File: src/rtl/sram_arbiter_if.sv
`timescale 1ns/1ps
// sram_arbiter_if
// Bundles the three buses around the SRAM arbiter:
//   amiga_*  : level-request port with a one-cycle ack pulse (16-bit word access)
//   spi_*    : toggle-request port (byte writes, word reads)
//   sram_*   : registered asynchronous-SRAM pins (active-low controls)
// Modports:
//   slave  : the arbiter (serves both requesters, drives the SRAM pins)
//   master : the environment (requesters plus SRAM device)
interface sram_arbiter_if;
  logic        amiga_req;
  logic        amiga_read;
  logic [19:0] amiga_address;
  logic        amiga_ub;
  logic        amiga_lb;
  logic [15:0] amiga_wdata;
  logic [15:0] amiga_rdata;
  logic        amiga_ack;

  logic        spi_req;
  logic        spi_ack;
  logic        spi_read_sram;
  logic [19:0] spi_address_sram;
  logic        spi_ub;
  logic [7:0]  spi_out_sram_in;
  logic [15:0] spi_in_sram_out;

  logic [19:0] sram_address;
  logic [15:0] sram_data_out;
  logic        sram_data_oe;
  logic [15:0] sram_data_in;
  logic        sram_ce_n;
  logic        sram_oe_n;
  logic        sram_we_n;
  logic        sram_ub_n;
  logic        sram_lb_n;

  modport slave (
    input  amiga_req, amiga_read, amiga_address, amiga_ub, amiga_lb, amiga_wdata,
    output amiga_rdata, amiga_ack,
    input  spi_req, spi_read_sram, spi_address_sram, spi_ub, spi_out_sram_in,
    output spi_ack, spi_in_sram_out,
    output sram_address, sram_data_out, sram_data_oe,
    output sram_ce_n, sram_oe_n, sram_we_n, sram_ub_n, sram_lb_n,
    input  sram_data_in
  );

  modport master (
    output amiga_req, amiga_read, amiga_address, amiga_ub, amiga_lb, amiga_wdata,
    input  amiga_rdata, amiga_ack,
    output spi_req, spi_read_sram, spi_address_sram, spi_ub, spi_out_sram_in,
    input  spi_ack, spi_in_sram_out,
    input  sram_address, sram_data_out, sram_data_oe,
    input  sram_ce_n, sram_oe_n, sram_we_n, sram_ub_n, sram_lb_n,
    output sram_data_in
  );
endinterface

File: src/rtl/sram_arbiter.sv
`timescale 1ns/1ps
// sram_arbiter
// Shares one asynchronous 16-bit SRAM between an Amiga bus port and an SPI
// port. Each access runs IDLE -> SETUP -> STROBE (ACCESS_CYCLES) -> DONE, so
// the requester sees its ack ACCESS_CYCLES+2 cycles after the grant cycle.
// Simultaneous requests are served round-robin, Amiga first after reset.
// Ports:
//   clk200  : sole clock, every flop on its rising edge
//   reset_n : asynchronous active-low reset, aborts any access in flight
//   bus     : sram_arbiter_if.slave (Amiga port, SPI port, SRAM pins)
// All SRAM pins and both read-data ports are registered.
module sram_arbiter #(
  parameter int unsigned ACCESS_CYCLES = 3
) (
  input  logic           clk200,
  input  logic           reset_n,
  sram_arbiter_if.slave  bus
);

  typedef enum logic [1:0] {IDLE, SETUP, STROBE, DONE} state_t;

  localparam logic [3:0] CNT_LOAD = 4'(ACCESS_CYCLES - 1);

  state_t      state, state_nxt;
  logic [3:0]  cnt, cnt_nxt;
  logic        armed;
  logic        last_spi;

  // Latched command of the access in flight
  logic        cmd_spi;
  logic        cmd_read;
  logic [19:0] cmd_addr;
  logic [15:0] cmd_wdata;
  logic        cmd_ub_n;
  logic        cmd_lb_n;
  logic        cmd_tag;

  // Command as it will be after this edge (port values on a grant, else held)
  logic        sel_spi;
  logic        sel_read;
  logic [19:0] sel_addr;
  logic [15:0] sel_wdata;
  logic        sel_ub_n;
  logic        sel_lb_n;
  logic        sel_tag;

  logic        amiga_pend, spi_pend, grant, grant_spi;

  // Registered outputs and their next values
  logic [19:0] addr_q, addr_nxt;
  logic [15:0] dout_q, dout_nxt;
  logic        doe_q, doe_nxt;
  logic        ce_n_q, ce_n_nxt;
  logic        oe_n_q, oe_n_nxt;
  logic        we_n_q, we_n_nxt;
  logic        ub_n_q, ub_n_nxt;
  logic        lb_n_q, lb_n_nxt;
  logic        amiga_ack_q, amiga_ack_nxt;
  logic        spi_ack_q, spi_ack_nxt;
  logic [15:0] amiga_rdata_q, amiga_rdata_nxt;
  logic [15:0] spi_rdata_q, spi_rdata_nxt;

  // Request qualification and round-robin choice
  assign amiga_pend = bus.amiga_req & armed;
  assign spi_pend   = bus.spi_req ^ spi_ack_q;
  assign grant      = (state == IDLE) && (amiga_pend || spi_pend);
  // last_spi=1 means SPI had the previous grant, so Amiga wins a tie
  assign grant_spi  = spi_pend && (!amiga_pend || !last_spi);

  always_comb begin
    sel_spi   = cmd_spi;
    sel_read  = cmd_read;
    sel_addr  = cmd_addr;
    sel_wdata = cmd_wdata;
    sel_ub_n  = cmd_ub_n;
    sel_lb_n  = cmd_lb_n;
    sel_tag   = cmd_tag;
    if (grant) begin
      sel_spi = grant_spi;
      if (grant_spi) begin
        sel_read  = bus.spi_read_sram;
        sel_addr  = bus.spi_address_sram;
        sel_wdata = {2{bus.spi_out_sram_in}};
        // Reads use both lanes; byte writes strobe only the chosen lane
        sel_ub_n  = bus.spi_read_sram ? 1'b0 : !bus.spi_ub;
        sel_lb_n  = bus.spi_read_sram ? 1'b0 : bus.spi_ub;
        sel_tag   = bus.spi_req;
      end else begin
        sel_read  = bus.amiga_read;
        sel_addr  = bus.amiga_address;
        sel_wdata = bus.amiga_wdata;
        // A write with neither lane enabled still runs and acks, strobing nothing
        sel_ub_n  = bus.amiga_read ? 1'b0 : !bus.amiga_ub;
        sel_lb_n  = bus.amiga_read ? 1'b0 : !bus.amiga_lb;
      end
    end
  end

  // Command registers hold whenever no grant happens; not part of reset
  // because nothing reads them before the first grant.
  always_ff @(posedge clk200) begin
    cmd_spi   <= sel_spi;
    cmd_read  <= sel_read;
    cmd_addr  <= sel_addr;
    cmd_wdata <= sel_wdata;
    cmd_ub_n  <= sel_ub_n;
    cmd_lb_n  <= sel_lb_n;
    cmd_tag   <= sel_tag;
  end

  // State register
  always_ff @(posedge clk200 or negedge reset_n) begin
    if (!reset_n) begin
      state    <= IDLE;
      cnt      <= 4'd0;
      armed    <= 1'b1;
      last_spi <= 1'b1;
    end else begin
      state <= state_nxt;
      cnt   <= cnt_nxt;
      // A held request re-arms only after it has been seen low
      if (amiga_ack_q)
        armed <= 1'b0;
      else if (!bus.amiga_req)
        armed <= 1'b1;
      if (grant)
        last_spi <= grant_spi;
    end
  end

  // Next-state logic
  always_comb begin
    state_nxt = state;
    cnt_nxt   = cnt;
    unique case (state)
      IDLE:   if (grant) state_nxt = SETUP;
      SETUP: begin
        state_nxt = STROBE;
        cnt_nxt   = CNT_LOAD;
      end
      STROBE: begin
        if (cnt == 4'd0) state_nxt = DONE;
        else             cnt_nxt   = cnt - 4'd1;
      end
      DONE:   state_nxt = IDLE;
    endcase
  end

  // Output logic: pins are registered, so decode from the state being entered
  always_comb begin
    addr_nxt        = addr_q;
    dout_nxt        = dout_q;
    doe_nxt         = 1'b0;
    ce_n_nxt        = 1'b1;
    oe_n_nxt        = 1'b1;
    we_n_nxt        = 1'b1;
    ub_n_nxt        = 1'b1;
    lb_n_nxt        = 1'b1;
    amiga_ack_nxt   = 1'b0;
    spi_ack_nxt     = spi_ack_q;
    amiga_rdata_nxt = amiga_rdata_q;
    spi_rdata_nxt   = spi_rdata_q;
    unique case (state_nxt)
      IDLE: ;
      SETUP: begin
        addr_nxt = sel_addr;
        if (!sel_read) dout_nxt = sel_wdata;
        ce_n_nxt = 1'b0;
        oe_n_nxt = !sel_read;
        doe_nxt  = !sel_read;
        ub_n_nxt = sel_ub_n;
        lb_n_nxt = sel_lb_n;
      end
      STROBE: begin
        ce_n_nxt = 1'b0;
        oe_n_nxt = !sel_read;
        we_n_nxt = sel_read;
        doe_nxt  = !sel_read;
        ub_n_nxt = sel_ub_n;
        lb_n_nxt = sel_lb_n;
      end
      DONE: begin
        // Address and write data stay driven for SRAM hold time
        ce_n_nxt = 1'b0;
        doe_nxt  = !sel_read;
        ub_n_nxt = sel_ub_n;
        lb_n_nxt = sel_lb_n;
        if (sel_spi) spi_ack_nxt   = sel_tag;
        else         amiga_ack_nxt = 1'b1;
        // Read data is captured on the edge leaving STROBE
        if (sel_read) begin
          if (sel_spi) spi_rdata_nxt   = bus.sram_data_in;
          else         amiga_rdata_nxt = bus.sram_data_in;
        end
      end
    endcase
  end

  always_ff @(posedge clk200 or negedge reset_n) begin
    if (!reset_n) begin
      addr_q        <= 20'd0;
      dout_q        <= 16'd0;
      doe_q         <= 1'b0;
      ce_n_q        <= 1'b1;
      oe_n_q        <= 1'b1;
      we_n_q        <= 1'b1;
      ub_n_q        <= 1'b1;
      lb_n_q        <= 1'b1;
      amiga_ack_q   <= 1'b0;
      spi_ack_q     <= 1'b0;
      amiga_rdata_q <= 16'd0;
      spi_rdata_q   <= 16'd0;
    end else begin
      addr_q        <= addr_nxt;
      dout_q        <= dout_nxt;
      doe_q         <= doe_nxt;
      ce_n_q        <= ce_n_nxt;
      oe_n_q        <= oe_n_nxt;
      we_n_q        <= we_n_nxt;
      ub_n_q        <= ub_n_nxt;
      lb_n_q        <= lb_n_nxt;
      amiga_ack_q   <= amiga_ack_nxt;
      spi_ack_q     <= spi_ack_nxt;
      amiga_rdata_q <= amiga_rdata_nxt;
      spi_rdata_q   <= spi_rdata_nxt;
    end
  end

  assign bus.sram_address    = addr_q;
  assign bus.sram_data_out   = dout_q;
  assign bus.sram_data_oe    = doe_q;
  assign bus.sram_ce_n       = ce_n_q;
  assign bus.sram_oe_n       = oe_n_q;
  assign bus.sram_we_n       = we_n_q;
  assign bus.sram_ub_n       = ub_n_q;
  assign bus.sram_lb_n       = lb_n_q;
  assign bus.amiga_ack       = amiga_ack_q;
  assign bus.spi_ack         = spi_ack_q;
  assign bus.amiga_rdata     = amiga_rdata_q;
  assign bus.spi_in_sram_out = spi_rdata_q;

endmodule

File: src/flat_wrapper.sv
// flat-port wrapper written by rule: the top's interface ports become plain ports
module sram_arbiter_flat 
#(
  parameter int unsigned ACCESS_CYCLES = 3
)
  (clk200, reset_n, bus_amiga_req, bus_amiga_read, bus_amiga_address, bus_amiga_ub, bus_amiga_lb, bus_amiga_wdata, bus_amiga_rdata, bus_amiga_ack, bus_spi_req, bus_spi_read_sram, bus_spi_address_sram, bus_spi_ub, bus_spi_out_sram_in, bus_spi_ack, bus_spi_in_sram_out, bus_sram_address, bus_sram_data_out, bus_sram_data_oe, bus_sram_ce_n, bus_sram_oe_n, bus_sram_we_n, bus_sram_ub_n, bus_sram_lb_n, bus_sram_data_in);
  sram_arbiter_if bus_i ();
  input  logic clk200;
  input  logic reset_n;
  input wire logic [$bits(bus_i.amiga_req)-1:0] bus_amiga_req;
  input wire logic [$bits(bus_i.amiga_read)-1:0] bus_amiga_read;
  input wire logic [$bits(bus_i.amiga_address)-1:0] bus_amiga_address;
  input wire logic [$bits(bus_i.amiga_ub)-1:0] bus_amiga_ub;
  input wire logic [$bits(bus_i.amiga_lb)-1:0] bus_amiga_lb;
  input wire logic [$bits(bus_i.amiga_wdata)-1:0] bus_amiga_wdata;
  output wire logic [$bits(bus_i.amiga_rdata)-1:0] bus_amiga_rdata;
  output wire logic [$bits(bus_i.amiga_ack)-1:0] bus_amiga_ack;
  input wire logic [$bits(bus_i.spi_req)-1:0] bus_spi_req;
  input wire logic [$bits(bus_i.spi_read_sram)-1:0] bus_spi_read_sram;
  input wire logic [$bits(bus_i.spi_address_sram)-1:0] bus_spi_address_sram;
  input wire logic [$bits(bus_i.spi_ub)-1:0] bus_spi_ub;
  input wire logic [$bits(bus_i.spi_out_sram_in)-1:0] bus_spi_out_sram_in;
  output wire logic [$bits(bus_i.spi_ack)-1:0] bus_spi_ack;
  output wire logic [$bits(bus_i.spi_in_sram_out)-1:0] bus_spi_in_sram_out;
  output wire logic [$bits(bus_i.sram_address)-1:0] bus_sram_address;
  output wire logic [$bits(bus_i.sram_data_out)-1:0] bus_sram_data_out;
  output wire logic [$bits(bus_i.sram_data_oe)-1:0] bus_sram_data_oe;
  output wire logic [$bits(bus_i.sram_ce_n)-1:0] bus_sram_ce_n;
  output wire logic [$bits(bus_i.sram_oe_n)-1:0] bus_sram_oe_n;
  output wire logic [$bits(bus_i.sram_we_n)-1:0] bus_sram_we_n;
  output wire logic [$bits(bus_i.sram_ub_n)-1:0] bus_sram_ub_n;
  output wire logic [$bits(bus_i.sram_lb_n)-1:0] bus_sram_lb_n;
  input wire logic [$bits(bus_i.sram_data_in)-1:0] bus_sram_data_in;
  assign bus_i.amiga_req = bus_amiga_req;
  assign bus_i.amiga_read = bus_amiga_read;
  assign bus_i.amiga_address = bus_amiga_address;
  assign bus_i.amiga_ub = bus_amiga_ub;
  assign bus_i.amiga_lb = bus_amiga_lb;
  assign bus_i.amiga_wdata = bus_amiga_wdata;
  assign bus_amiga_rdata = bus_i.amiga_rdata;
  assign bus_amiga_ack = bus_i.amiga_ack;
  assign bus_i.spi_req = bus_spi_req;
  assign bus_i.spi_read_sram = bus_spi_read_sram;
  assign bus_i.spi_address_sram = bus_spi_address_sram;
  assign bus_i.spi_ub = bus_spi_ub;
  assign bus_i.spi_out_sram_in = bus_spi_out_sram_in;
  assign bus_spi_ack = bus_i.spi_ack;
  assign bus_spi_in_sram_out = bus_i.spi_in_sram_out;
  assign bus_sram_address = bus_i.sram_address;
  assign bus_sram_data_out = bus_i.sram_data_out;
  assign bus_sram_data_oe = bus_i.sram_data_oe;
  assign bus_sram_ce_n = bus_i.sram_ce_n;
  assign bus_sram_oe_n = bus_i.sram_oe_n;
  assign bus_sram_we_n = bus_i.sram_we_n;
  assign bus_sram_ub_n = bus_i.sram_ub_n;
  assign bus_sram_lb_n = bus_i.sram_lb_n;
  assign bus_i.sram_data_in = bus_sram_data_in;
  sram_arbiter #(.ACCESS_CYCLES(ACCESS_CYCLES)) u_core (.clk200(clk200), .reset_n(reset_n), .bus(bus_i));
endmodule
File: config.mk
export PLATFORM = sky130hd
export DESIGN_NAME = sram_arbiter_flat
export DESIGN_NICKNAME = d
export VERILOG_FILES = /design/src/rtl/sram_arbiter_if.sv /design/src/rtl/sram_arbiter.sv /design/src/flat_wrapper.sv
export SDC_FILE = /design/constraint.sdc
export NUM_CORES = 1
export LEC_CHECK = 0
export BUFFER_PORTS_ARGS = -buffer_cell sky130_fd_sc_hd__buf_2
export CAP_MARGIN = 20
export CORE_MARGIN = 1
export CORE_UTILIZATION = 45
export DETAILED_ROUTE_END_ITERATION = 8
export GPL_TIMING_DRIVEN = 1
export HOLD_SLACK_MARGIN = 0.03
export PLACE_DENSITY = 0.72
export SLEW_MARGIN = 30
export SYNTH_ARGS = -nofsm -noshare
export SYNTH_HDL_FRONTEND = slang
export SYNTH_SLANG_ARGS = --single-unit
File: constraint.sdc
create_clock -name clk200 -period 3.85 [get_ports clk200]
set_input_delay 0.385 -clock clk200 [delete_from_list [all_inputs] [get_ports clk200]]
set_output_delay 0.385 -clock clk200 [all_outputs]
set_load 0.05 [all_outputs]
==> results.py <==
metrics = {
    "outcome": {
        "status": "finished, final reports clean",
    },
    "global_routing": {
        "gr-total-overflow": 0,
        "grtUsageMet1": 0.2293,
        "grt_pass1_wl_um": 16750,
        "grtUsageTotal": 0.1902,
        "antenna_found_initial": 0,
        "grtUsageMet3": 0.05872,
        "grtUsageMet2": 0.3155,
        "grt_max_degree": 68,
        "globalRoute.busiestLayer": "met2",
        "grt_pass1_vias": 3510,
    },
    "synthesis": {
        "synth_commonest_cells": "77 x dfrtp_1, 60 x mux2_2, 47 x nand2_1",
        "yosys_register_bits": 125,
        "synth_warnings": 0,
        "syn_nets": 495,
        "ys_async_sr_fraction": 0.6720,
        "synthDistinctLibCells": 37,
        "yosys.area.top_type_share": 0.3818,
        "synth_ff_type": "dfrtp_1",
        "yosys-top-cells-area": "dfrtp_1 38%, dfxtp_1 16%, mux2_2 13%",
        "syn_area_per_cell_um2": 12.71,
        "yosysMostFrequentCell": "dfrtp_1",
        "netlist_area_um2": 5046,
        "synth_top_cell_by_area": "dfrtp_1",
        "ys_seq_area_frac": 0.5810,
        "synth_cells": 397,
        "synth_edf_count": 0,
    },
    "final_layout": {
        "drive_above_1_share": 0.4870,
        "antenna_cells": 0,
        "nNetsFinal": 664,
        "fill_cells": 882,
        "area_growth_pct": 31.17,
    },
    "sta": {
        "finalSetupViolCount": 0,
        "layout_min_cycle_time_ns": 3.152,
        "period_share": 0.8188,
        "drv_slew": 0,
        "rsz0062_at_grt": "false",
        "maxSlewHeadroom": 0.5531,
        "tightest_slew_ns": 0.6703,
        "setup_tns_ns": 0,
        "timing.fmax_ghz": 0.3172,
        "hold_ws_ns": 0.1226,
        "final-hold-violation-count": 0,
        "clock_skew_ns": 0.007479,
    },
    "clock_network": {
        "post_cts_buffers": 0,
        "ctsLongestPathBuffers": 2,
        "cts.clk_slew.worst_paths_ns": 0.06,
        "htreeDepth": 4,
        "clockRootBuffer": "clkbuf_8",
        "cts_made_buffers": 17,
        "cts_hold_buf": 2,
        "cts_tree": "done",
        "cts.sinks": 125,
        "insertion_delay_ns": 0.51,
        "cts_resized": 0,
    },
    "critical_path": {
        "critPathLaunchType": "flip-flop",
        "cpMostUsedCell": "ha_1",
        "cp-startpoint": "u_core.cnt[0]",
        "timing.rr.start": "u_core.cnt[0]",
        "worst-path-buf-inv": 1,
        "cp_data_required_time_ns": 4.24,
        "path_class": "reg -> reg",
        "cp_max_fo": 16,
        "worstPathCellList": "inv_1, ha_1, nor3b_1, nor2b_1, o32a_1, ha_1, a21boi_0, a21boi_4, mux2_2",
        "cp.arrival_ns": 3.54,
        "critPathMaxStageDelay_ns": 0.56,
        "critPathTopFamily": "compound AO/OA/AOI/OAI gates",
        "slowest_stage": "a21boi_4",
        "end_kind": "flip-flop",
    },
    "worst_hold_path": {
        "hp-class": "in -> reg",
        "hp-start": "bus_sram_data_in[11]",
    },
    "detailed_routing": {
        "routedWlPerCell_um": 14.26,
        "first_pass_iters": 4,
        "via_count": 3508,
        "via_per_inst": 4.879,
        "drtAntennaViolNets": 0,
        "routed_wl_um": 10260,
        "drc": 0,
        "drt_iter0_drc": 135,
    },
    "die": {
        "initial_utilization": 0.4635,
        "ios": 165,
        "die_width_um": 107.9,
        "rows": 38,
        "core_um2": 10890,
        "die_area_um2": 11640,
        "fp.dieH_um": 107.9,
    },
    "placement": {
        "place.port_buffers": 164,
        "place_congestion": 0.7610,
        "dp_hpwl_um": 7223,
    },
    "flow_run": {
        "drv_cap": 0,
    },
}
[worst register-to-register path: cells and delay by family, from the launching register on]
family,cells,cell delay [ns]
AO/OA/AOI/OAI,3,1.05
adder cells (fa/ha/maj),2,0.37
buffers and inverters,1,0.11
flip-flops,1,0.40
multiplexers,1,0.41
AND/OR/NAND/NOR,2,0.69
[cells by family (layout without fill, tap and decap cells)]
family                   Yosys count  after routing  share of synthesized area
XOR/XNOR                           3              3                   0.005208
adder cells (fa/ha/maj)            9              9                    0.02232
multiplexers                     106            106                     0.2351
AND/OR/NAND/NOR                   70             70                    0.06199
flip-flops                       125            125                     0.5810
buffers and inverters             29            211                    0.02901
AO/OA/AOI/OAI                     55             55                    0.06546
[path summary, 6_finish.rpt]
check,to,cells after the start,slack [ns]
worst max register to register,u_core.bus.spi_in_sram_out[9],9,0.70
worst max-delay path,u_core.bus.spi_in_sram_out[9],9,0.70
min in group asynchronous,u_core.bus.sram_data_out[10],2,0.44
worst min register to register,u_core.armed,1,0.42
worst min-delay path,u_core.bus.spi_in_sram_out[11],2,0.12
max in group asynchronous,u_core.bus.spi_in_sram_out[2],3,2.69
[cell usage in the layout, fill, tap and decap left out, drive strengths merged]
cell type      n
a21bo          1
a21boi         4
a21o           1
a21oi          4
a221oi         1
a22oi          1
a31oi          1
and3           2
buf          167
bufinv         4
clkbuf        20
clkinv         4
clkinvlp       2
dfrtp         77
dfstp          7
dfxtp         41
dlygate4sd3    2
ha             9
inv           12
mux2          70
mux2i         36
nand2         47
nand2b         2
nand3          3
nor2           4
nor2b          3
nor3           2
nor3b          3
o21ai         40
o31ai          1
o32a           1
or2            2
or3            2
xnor2          2
xor2           1
[per-stage QoR]
| stage | utilization | setup WS (ns) | cell area [µm²] | cells |
|---|---|---|---|---|
| finish | 0.6079 | 0.6975 | 6619 | 719 |
| detailed placement | 0.5479 | 0.6805 | 5966 | 685 |
| global route | 0.6079 | 0.4242 | 6619 | 719 |
| floorplan | - | 1.104 | 5046 | 397 |
| global placement | 0.5475 | 0.8463 | 5961 | 685 |
| CTS | 0.6076 | 0.6666 | 6615 | 719 |
[registers in the layout (all words and copies together), names as in the netlist, 2 cells and up]
| name | cells |
|---|---|
| u_core.bus.amiga_rdata | 16 |
| u_core.bus.spi_in_sram_out | 16 |
| u_core.bus.sram_address | 20 |
| u_core.bus.sram_data_out | 16 |
| u_core.cmd_addr | 20 |
| u_core.cmd_wdata | 16 |
| u_core.cnt | 4 |
| u_core.state | 2 |
[cell type report]
type	count	area, µm²	share of cell area
repair buffers	169	869.6	0.1314
multi-input cells	243	1976	0.2985
clock inverters	12	183.9	0.02779
well taps	140	175.2	0.02647
flip-flops and latches	125	2932	0.4429
inverters	10	37.54	0.005671
clock buffers	20	445.4	0.06730
[layer usage]
metal / wire length, µm / vias to the layer above
met5: 0 / -
met4: 127 / 0
met3: 525 / 14
met2: 5307 / 98
met1: 4295 / 1675
li1: - / 1721
Power is left out: the tool's default activity adds up to more than one toggle a clock period on the data nets, which glitch-free logic cannot reach.
